File: config.mk
export PLATFORM = sky130hd
export DESIGN_NAME = lvdt_demod_phase_ctrl
export DESIGN_NICKNAME = d
export VERILOG_FILES = /design/src/rtl/lvdt_demod_phase_ctrl.sv
export SDC_FILE = /design/constraint.sdc
export NUM_CORES = 1
export LEC_CHECK = 0
export ABC_AREA = 1
export BUFFER_PORTS_ARGS = -buffer_cell sky130_fd_sc_hd__buf_2
export CORE_ASPECT_RATIO = 1.2
export CORE_MARGIN = 1.5
export CORE_UTILIZATION = 61
export CTS_CLUSTER_DIAMETER = 100
export DETAILED_ROUTE_END_ITERATION = 7
export GPL_TIMING_DRIVEN = 0
export PLACE_DENSITY = 0.91
export SKIP_LAST_GASP = 1
export SYNTH_ARGS = -nofsm -noshare
export SYNTH_HDL_FRONTEND = slang
export SYNTH_SLANG_ARGS = --single-unit
File: constraint.sdc
create_clock -name clk -period 9.35 [get_ports clk]
set_clock_uncertainty 0.15 [all_clocks]
set_input_delay 0.935 -clock clk [delete_from_list [all_inputs] [get_ports clk]]
set_output_delay 0.935 -clock clk [all_outputs]
set_load 0.01 [all_outputs]
File: src/rtl/lvdt_demod_phase_ctrl.sv
// LVDT demodulator reference-phase controller: shadowed phase words committed on the
// excitation sync strobe (or immediately), then slewed along the shortest wrapped path.
module lvdt_demod_phase_ctrl #(
  parameter int NUM_CH   = 2,
  parameter int PHASE_W  = 8,
  parameter int STEP_MAX = 4
) (
  input  logic                        clk,
  input  logic                        reset,
  input  logic [3:0]                  address,
  input  logic                        chipselect,
  input  logic                        write_n,
  input  logic                        read_n,
  input  logic [31:0]                 writedata,
  output logic [31:0]                 readdata,
  input  logic                        sync_strobe,
  output logic [NUM_CH*PHASE_W-1:0]   out_phase,
  output logic                        busy
);

  localparam logic [PHASE_W-1:0] HALF_C = {1'b1, {(PHASE_W-1){1'b0}}};
  localparam logic [PHASE_W-1:0] STEP_C = PHASE_W'(STEP_MAX);

  typedef enum logic {G_IDLE = 1'b0, G_PENDING = 1'b1} gstate_t;

  gstate_t            gstate_r, gstate_next_s;
  logic [PHASE_W-1:0] shadow_r [NUM_CH];
  logic [PHASE_W-1:0] target_r [NUM_CH];
  logic [PHASE_W-1:0] active_r [NUM_CH];
  logic [PHASE_W-1:0] step_next_s [NUM_CH];
  logic               immediate_r;
  logic [31:0]        readdata_r;
  logic [31:0]        rdata_s;
  logic [NUM_CH-1:0]  slew_s;
  logic               wr_s, rd_s, commit_s, xfer_strobe_s, xfer_imm_s;
  logic               unused_wdata_s;

  // One slew step; a distance of exactly half a turn goes negative.
  function automatic logic [PHASE_W-1:0] slew_step(input logic [PHASE_W-1:0] act,
                                                   input logic [PHASE_W-1:0] tgt);
    logic [PHASE_W-1:0] d, back, m;
    d    = tgt - act;
    back = {PHASE_W{1'b0}} - d;
    if (d < HALF_C) begin
      m = (d < STEP_C) ? d : STEP_C;
      slew_step = act + m;
    end else begin
      m = (back < STEP_C) ? back : STEP_C;
      slew_step = act - m;
    end
  endfunction

  assign wr_s           = chipselect & ~write_n;
  assign rd_s           = chipselect & ~read_n;
  assign commit_s       = wr_s & (address == 4'd8) & writedata[0];
  assign unused_wdata_s = ^writedata[31:PHASE_W];

  // Per-channel slew status and the candidate next ACTIVE value.
  always_comb begin
    for (int n = 0; n < NUM_CH; n++) begin
      slew_s[n]      = (active_r[n] != target_r[n]);
      step_next_s[n] = slew_step(active_r[n], target_r[n]);
    end
  end

  // Commit FSM; a commit write in the same cycle as a strobe never consumes that strobe.
  always_comb begin
    gstate_next_s = gstate_r;
    xfer_strobe_s = 1'b0;
    xfer_imm_s    = 1'b0;
    case (gstate_r)
      G_IDLE: begin
        if (commit_s) gstate_next_s = G_PENDING;
        else          gstate_next_s = G_IDLE;
      end
      G_PENDING: begin
        if (commit_s) begin
          gstate_next_s = G_PENDING;
        end else if (immediate_r) begin
          xfer_imm_s    = 1'b1;
          gstate_next_s = G_IDLE;
        end else if (sync_strobe) begin
          xfer_strobe_s = 1'b1;
          gstate_next_s = G_IDLE;
        end else begin
          gstate_next_s = G_PENDING;
        end
      end
      default: gstate_next_s = G_IDLE;
    endcase
  end

  // Commit FSM state register.
  always_ff @(posedge clk or posedge reset) begin
    if (reset) gstate_r <= G_IDLE;
    else       gstate_r <= gstate_next_s;
  end

  // Shadow, target and active phase registers plus the IMMEDIATE mode bit.
  always_ff @(posedge clk or posedge reset) begin
    if (reset) begin
      immediate_r <= 1'b0;
      for (int n = 0; n < NUM_CH; n++) begin
        shadow_r[n] <= {PHASE_W{1'b0}};
        target_r[n] <= {PHASE_W{1'b0}};
        active_r[n] <= {PHASE_W{1'b0}};
      end
    end else begin
      if (wr_s && address == 4'd8) immediate_r <= writedata[1];
      for (int n = 0; n < NUM_CH; n++) begin
        if (wr_s && address == 4'(n)) shadow_r[n] <= writedata[PHASE_W-1:0];
        if (xfer_imm_s) begin
          target_r[n] <= shadow_r[n];
          active_r[n] <= shadow_r[n];
        end else if (xfer_strobe_s) begin
          target_r[n] <= shadow_r[n];
        end else if (sync_strobe && slew_s[n]) begin
          active_r[n] <= step_next_s[n];
        end
      end
    end
  end

  // Read mux as an AND-OR tree so overlapping fields cannot mask each other.
  always_comb begin
    rdata_s = 32'd0;
    for (int n = 0; n < NUM_CH; n++) begin
      rdata_s[PHASE_W-1:0] = rdata_s[PHASE_W-1:0] |
                             ({PHASE_W{address == 4'(n)}} & shadow_r[n]) |
                             ({PHASE_W{{1'b0, address} == 5'(10 + n)}} & active_r[n]);
      rdata_s[8+n] = rdata_s[8+n] | ((address == 4'd9) & slew_s[n]);
    end
    rdata_s[0] = rdata_s[0] | ((address == 4'd9) & (gstate_r == G_PENDING));
    rdata_s[1] = rdata_s[1] | ((address == 4'd8) & immediate_r);
  end

  // Registered read data, held between reads.
  always_ff @(posedge clk or posedge reset) begin
    if (reset)     readdata_r <= 32'd0;
    else if (rd_s) readdata_r <= rdata_s;
    else           readdata_r <= readdata_r;
  end

  assign readdata = readdata_r;
  assign busy     = (gstate_r == G_PENDING) | (|slew_s);

  // Active phase words packed onto the output bus.
  always_comb begin
    for (int n = 0; n < NUM_CH; n++) out_phase[n*PHASE_W +: PHASE_W] = active_r[n];
  end

endmodule

==> results of run 1 <==
[worst max-delay path, cell delays in order (launching register included)]
cell and delay [ns]:
dfrtp_1 0.41, ha_1 0.24, fa_1 0.44, nor2_2 0.18
nor2_1 0.07, nand2_1 0.07, nand2_2 0.09, nor2_2 0.22
nand4_1 0.13, or2_1 0.23, ha_1 0.29, nand2_1 0.07
o21ai_1 0.07, inv_1 0.06, a21oi_1 0.07, fa_1 0.47
o21ai_0 0.28, nand2_1 0.12, nand2_1 0.08, a21oi_1 0.07
xnor2_1 0.13, o21ai_0 0.15, o21ai_1 0.09
[layout make-up]
cell class                      instances  share of cell area, %
Multi-Input combinational cell        521                   52.6
Sequential cell                        60                   27.1
Inverter                               92                   6.27
Timing Repair Buffer                   45                   4.33
Buffer                                 32                   4.22
Clock buffer                           12                   2.80
Tap cell                               92                   2.07
Clock inverter                          2                  0.631
[registers in the layout, summed over array words and instances, names as in the netlist]
signal       count
target_r        16
readdata        10
gstate_r         1
shadow_r        16
immediate_r      1
out_phase       16
[kinds of logic (layout without fill, tap and decap cells)]
logic type	count (synthesis)	after routing	synth area share, %
xor gates and xnor gates	9	9	1.60
AOI/OAI and AO/OA	120	120	14.1
and+or+nand+nor	326	326	30.0
DFF	60	60	30.5
adders and majority gates	36	36	9.76
buffers and inverters	124	183	11.8
other	1	22	0.0761
muxes	8	8	2.13
[worst paths after layout]
kind / cells after the start / to
worst max-delay path: 22 / out_phase[14]
worst min-delay path: 2 / shadow_r[15]
worst max register to register: 22 / out_phase[14]
worst min register to register: 2 / shadow_r[15]
max in group asynchronous: 3 / shadow_r[13]
min in group asynchronous: 2 / target_r[9]
[metrics by stage]
| step | power [mW] | hold slack [ns] |
|---|---|---|
| 4_1_cts | 1.96 | 0.347 |
| 5_1_grt | 2.18 | 0.376 |
| 3_3_place_gp | 1.66 | 0.315 |
| 6_report | 1.99 | 0.345 |
| 3_5_place_dp | 1.72 | 0.331 |
| 2_1_floorplan | 1.43 | 0.303 |
[metal layers]
| metal | up-vias | global-route usage (%) | part of all wire, % |
|---|---|---|---|
| met5 | - | 0 | 0 |
| met4 | 0 | 20.9 | 5.7 |
| met3 | 77 | 5.54 | 7.4 |
| met2 | 277 | 59.3 | 50 |
| met1 | 2252 | 35.4 | 37 |
| li1 | 2357 | - | - |
[layout by cell type (no fill, tap or decap), drive strengths merged, types with 2 or more instances in the layout]
cell type  instances
a21o               2
a21oi             39
a221oi             2
a31oi              8
and2               2
buf               73
clkbuf            16
clkinv             2
conb              22
dfrtp             60
fa                 4
ha                32
inv               91
mux2               8
nand2            192
nand3             56
nand3b             7
nand4              7
nor2              58
nor3               2
o211ai             6
o21a               6
o21ai             49
o22ai              6
xnor2              5
xor2               4
[power by group]
group / total (mW) / switching, mW / internal (mW)
clock network: 0.231 / 0.0966 / 0.134
registers: 0.412 / 0.0818 / 0.330
logic: 1.34 / 0.830 / 0.513
==> metrics, run 1 <==
fin cells 856; Ports 91; post-route cell area 5550 um^2; status finished with violations; Cell variety after synth 44; clk slew on worst S/H paths 0.06 ns; clock root buffer clkbuf_8; Setup crit end kind flop; DR pass1 iterations 8; hold_sp shadow_r[15]; endpoints failing setup 0; commonest cells in the netlist nand2_1, inv_1, dfrtp_1; Chip Width between 80 and 90 um; Final #Nets 839; drt drc 6; Area Overhead vs Synth 12.7%; Setup crit start out_phase[8]; gpl congestion 0.971; initial drt markers ~420; Vias/cell 5.80; Synth Warn # 0; Sink Count 60; LEAKAGE 3.02 nW; Final period util 45.8%; vias in the first global route 4903; failing checks DRC; RR Startpoint out_phase[8]; Antenna Cells 0; syn_area_per_cell 7.20 um^2; post-CTS sizing 0; multi-input logic area slightly below 3000 um^2; H-tree levels 3; worst hold path class flop to flop; placed cells 842; Hold Buf Count CTS 0; final wirelength 13200 um; number of synthesized flops with an enable pin 0; Slew Viols, Final 0; Peak VDD IR around 0.30 mV; IO Port Bufs 44; worst-margin pin slew 0.710 ns; crit path kind flop to flop; leading cell type by number of instances after synthesis nand2_1; hpwl dp 10200 um; PD cells 358 nW/um^2; overflow left after global routing 0; per-cell routed wire length 15.5 um; synthesized area about 4900 um^2; row count 35; FF+latch count, synth 60; placed instance area approximately 5400 um^2; Final WS setup 5.06 ns; R2R setup slack 5.06 ns; area leader, netlist dfrtp_1; Crit path required time about 9.4 ns; RSZ-0062 raised after global routing false; Total Die Area between 8000 and 9000 um^2; Final min period 4.29 ns; top cell type's share of synthesized area 30.5%; final core utilization 71.6%; setup TNS 0 ns; Post-synth ARST share 100%; dpl ws 5.12 ns; FMAX 0.233 GHz; initial antenna violation count 0; Worst Path Max Fanout 4; Hold Violations, Final 0; Critical Path Source Type flop; FILL cells 599; Worst EP arrival 4.36 ns; max-capacitance violation count 0; post-CTS setup buffers 0; DIE HEIGHT 101 um; CTS tree built; layout cell share with drive strength beyond 1 18.6%; initial core utilization 63.5%; max_slew headroom between 50 and 60%; first-pass GRT wire length 22200 um; Clock Path Buffers 2; ANT nets after route 0; synth top area cells dfrtp_1, nand2_1, ha_1; later-pin clock latency in the skew report approximately 0.34 ns; TritonCTS Buffers 9; Core Box Area 7750 um^2; via count 4963; FF+latch area around 1500 um^2; largest net degree at the start of global routing 46; cells after synthesis 684; Top FF cell, synth dfrtp_1; Seq/Total Area, Yosys 30.5%; Overall Global Routing Usage roughly a third
Power figures use the tool's default switching activity.
==> run 2: changes to the inputs <==
--- a/config.mk
+++ b/config.mk
@@ -9,11 +9,11 @@
 export BUFFER_PORTS_ARGS = -buffer_cell sky130_fd_sc_hd__buf_2
 export CORE_ASPECT_RATIO = 1.2
 export CORE_MARGIN = 1.5
-export CORE_UTILIZATION = 61
+export CORE_UTILIZATION = 52
 export CTS_CLUSTER_DIAMETER = 100
 export DETAILED_ROUTE_END_ITERATION = 7
 export GPL_TIMING_DRIVEN = 0
-export PLACE_DENSITY = 0.91
+export PLACE_DENSITY = 0.83
 export SKIP_LAST_GASP = 1
 export SYNTH_ARGS = -nofsm -noshare
 export SYNTH_HDL_FRONTEND = slang
==> constraint.sdc (replaced) <==
create_clock -name clk -period 3.7 [get_ports clk]
set_clock_uncertainty 0.15 [all_clocks]
set_input_delay 0.37 -clock clk [delete_from_list [all_inputs] [get_ports clk]]
set_output_delay 0.37 -clock clk [all_outputs]
set_load 0.01 [all_outputs]
==> run 2 against run 1 <==
  * The flow finishes with violations (setup timing)
  * Wire length up 17%
  * Clock power grew to 2.8 times the previous value
  * Power rose to 3.2 times the previous value
  * Via count is 7.0% higher
  * First-iteration DRC count down 14%
  * Utilization decreased by 1.5 points
  * Die area grew 17%
  * Maximum frequency grew 13%
  * Critical endpoint is now out_phase[5]
  * Largest cell class unchanged
  * Largest power group unchanged
==> metrics, run 2 (synthesis gave the netlist of run 1 again) <==
total stage count of the critical path 20; Clock Path Buffers 2; CP peak stage delay approximately 0.57 ns; max_slew headroom 50.8%; Area Overhead vs Synth 30.0%; row count 38; hpwl dp 10200 um; max-capacitance violation count 0; first-pass GRT wire length 22100 um; largest net degree at the start of global routing 44; post-route cell area 6400 um^2; Total Die Area 10100 um^2; most frequent cells in the layout nand2_1, buf_4, inv_1; placed cells 870; CTS tree built; DR pass1 iterations 7; worst hold path cell count 2; worst-margin pin slew 0.735 ns; commonest non-fill, non-tap cell in the layout nand2_1; layout cell share with drive strength beyond 1 33.9%; clk slew on worst S/H paths 0.07 ns; Final period util 103%; cell count of the worst reg-to-reg path 20; failing checks setup timing; Chip Width 91.8 um; Hold Violations, Final 0; initial drt markers between 300 and 400; worst-path cell chain ha_2, fa_2, ha_2, and2_4, nand2_1, o21ai_1, nand3_1, a21oi_2, nand2_2, buf_4, a21oi_4, ha_4, a21oi_4, o21ai_4, nand2_1, nand2_1, a21oi_2, xnor2_1, nand2_1, a21oi_1; Worst EP arrival 3.92 ns; initial core utilization a little over half; drt drc 0; Slew Viols, Final 0; TritonCTS Buffers 9; DIE HEIGHT 110 um; worst path bufs/invs 1; later-pin clock latency in the skew report 0.35 ns; ANT nets after route 0; Setup crit end kind flop; initial antenna violation count 0; cell family with most CP delay adder cells; Overall Global Routing Usage 27.8%; Final WS setup -0.107 ns; per-cell routed wire length approximately 16 um; gpl congestion 0.904; clock root buffer clkbuf_8; IO Port Bufs 44; crit-path most repeated cell nand2_1; dpl ws -0.430 ns; H-tree levels 3; FF+latch area between 1500 and 2000 um^2; Worst Path Max Fanout 4; Core Box Area 9130 um^2; LEAKAGE ~3.3 nW; vias in the first global route 4905; status finished with violations; worst hold path class primary input to flop; RSZ-0062 raised after global routing true; Crit path required time 3.81 ns; Final min period approximately 3.8 ns; placed instance area between 5000 and 6000 um^2; CP max stage cell fa_2; Critical Path Source Type flop; final wirelength 15500 um; Ports 91; crit path kind flop to flop; Vias/cell between 5 and 6; fin cells 940; overflow left after global routing 0; Antenna Cells 0; PD cells 1010 nW/um^2; endpoints failing setup 5; via count around 5300; Final #Nets 893; multi-input logic area 3290 um^2; Peak VDD IR 0.949 mV; FMAX 0.263 GHz; FILL cells between 600 and 700; Sink Count 60
==> run 2: cell types whose count changed in the layout (fill, tap and decap cells not counted), moves of 8 or more <==
cell	before	now
a21oi_1	32	24
buf_4	24	76
ha_1	32	11
ha_2	0	11
ha_4	0	10
inv_1	83	73
inv_2	7	17
nand2_1	176	159
nand2_2	15	28
==> run 2: area by class of cell <==
class                   count  share of cell area (%)
multi-input cells         521                    51.4
inverters                  92                    5.43
flip-flops and latches     60                    23.6
clock buffers              11                    2.21
repair buffers             99                    10.2
plain buffers              32                    3.66
well taps                 120                    2.35
clock inverters             5                    1.17
==> run 2: final timing paths <==
| check | end | slack, ns | startpoint |
|---|---|---|---|
| max in group asynchronous | out_phase[12] | 2.41 | reset |
| min reg2reg | readdata[8] | 0.34 | readdata[8] |
| max | out_phase[5] | -0.11 | out_phase[0] |
| min | gstate_r | 0.06 | sync_strobe |
| min in group asynchronous | readdata[9] | 0.41 | reset |
| max reg2reg | out_phase[5] | -0.11 | out_phase[0] |
==> run 2: where the power goes <==
| group | switching [mW] | total, mW | leakage [nW] | internal (mW) |
|---|---|---|---|---|
| combinational | 2.72 | 4.77 | 2.42 | 2.06 |
| clock | 0.263 | 0.657 | 0.113 | 0.394 |
| sequential | 0.171 | 1.01 | 0.751 | 0.839 |
==> run 2: worst register-to-register path: stages, from the launching register on <==
cell,delay [ns]
dfrtp_1,0.40
ha_2,0.19
fa_2,0.57
ha_2,0.21
and2_4,0.16
nand2_1,0.10
o21ai_1,0.12
nand3_1,0.11
a21oi_2,0.15
nand2_2,0.09
buf_4,0.15
a21oi_4,0.17
ha_4,0.25
a21oi_4,0.17
o21ai_4,0.09
nand2_1,0.10
nand2_1,0.08
a21oi_2,0.14
xnor2_1,0.12
nand2_1,0.06
a21oi_1,0.13
==> run 2: timing repair <==
| action | CTS | global route |
|---|---|---|
| hold buffers | 1 | 0 |
| setup endpoints to repair | 11 | 12 |
| pin swaps | 16 | 49 |
| endpoints found under the hold margin | 17 | 0 |
| buffers inserted | 17 | 36 |
| resized for setup | 34 | 69 |
==> run 2: per-stage QoR <==
step	TNS [ns]	hold WS [ns]	total power, mW	util (%)
detailed placement	-2.37	0.236	4.37	59.3
global route	-2.08	0.0753	6.89	70.1
floorplan	0	0.303	3.62	-
global placement	-1.54	0.316	4.23	59.0
finish	-0.299	0.0636	6.44	70.1
CTS	-0.0489	0.0601	5.33	64.3
==> run 2: per-layer routing <==
layer	wire, um	share of wire (%)	global-route usage [%]	vias to the layer above
met3	914	5.9	3.25	76
li1	-	-	-	2462
met5	0	0	0	-
met2	8250	53	53.2	266
met4	760	4.9	18.0	0
met1	5540	36	28.8	2505
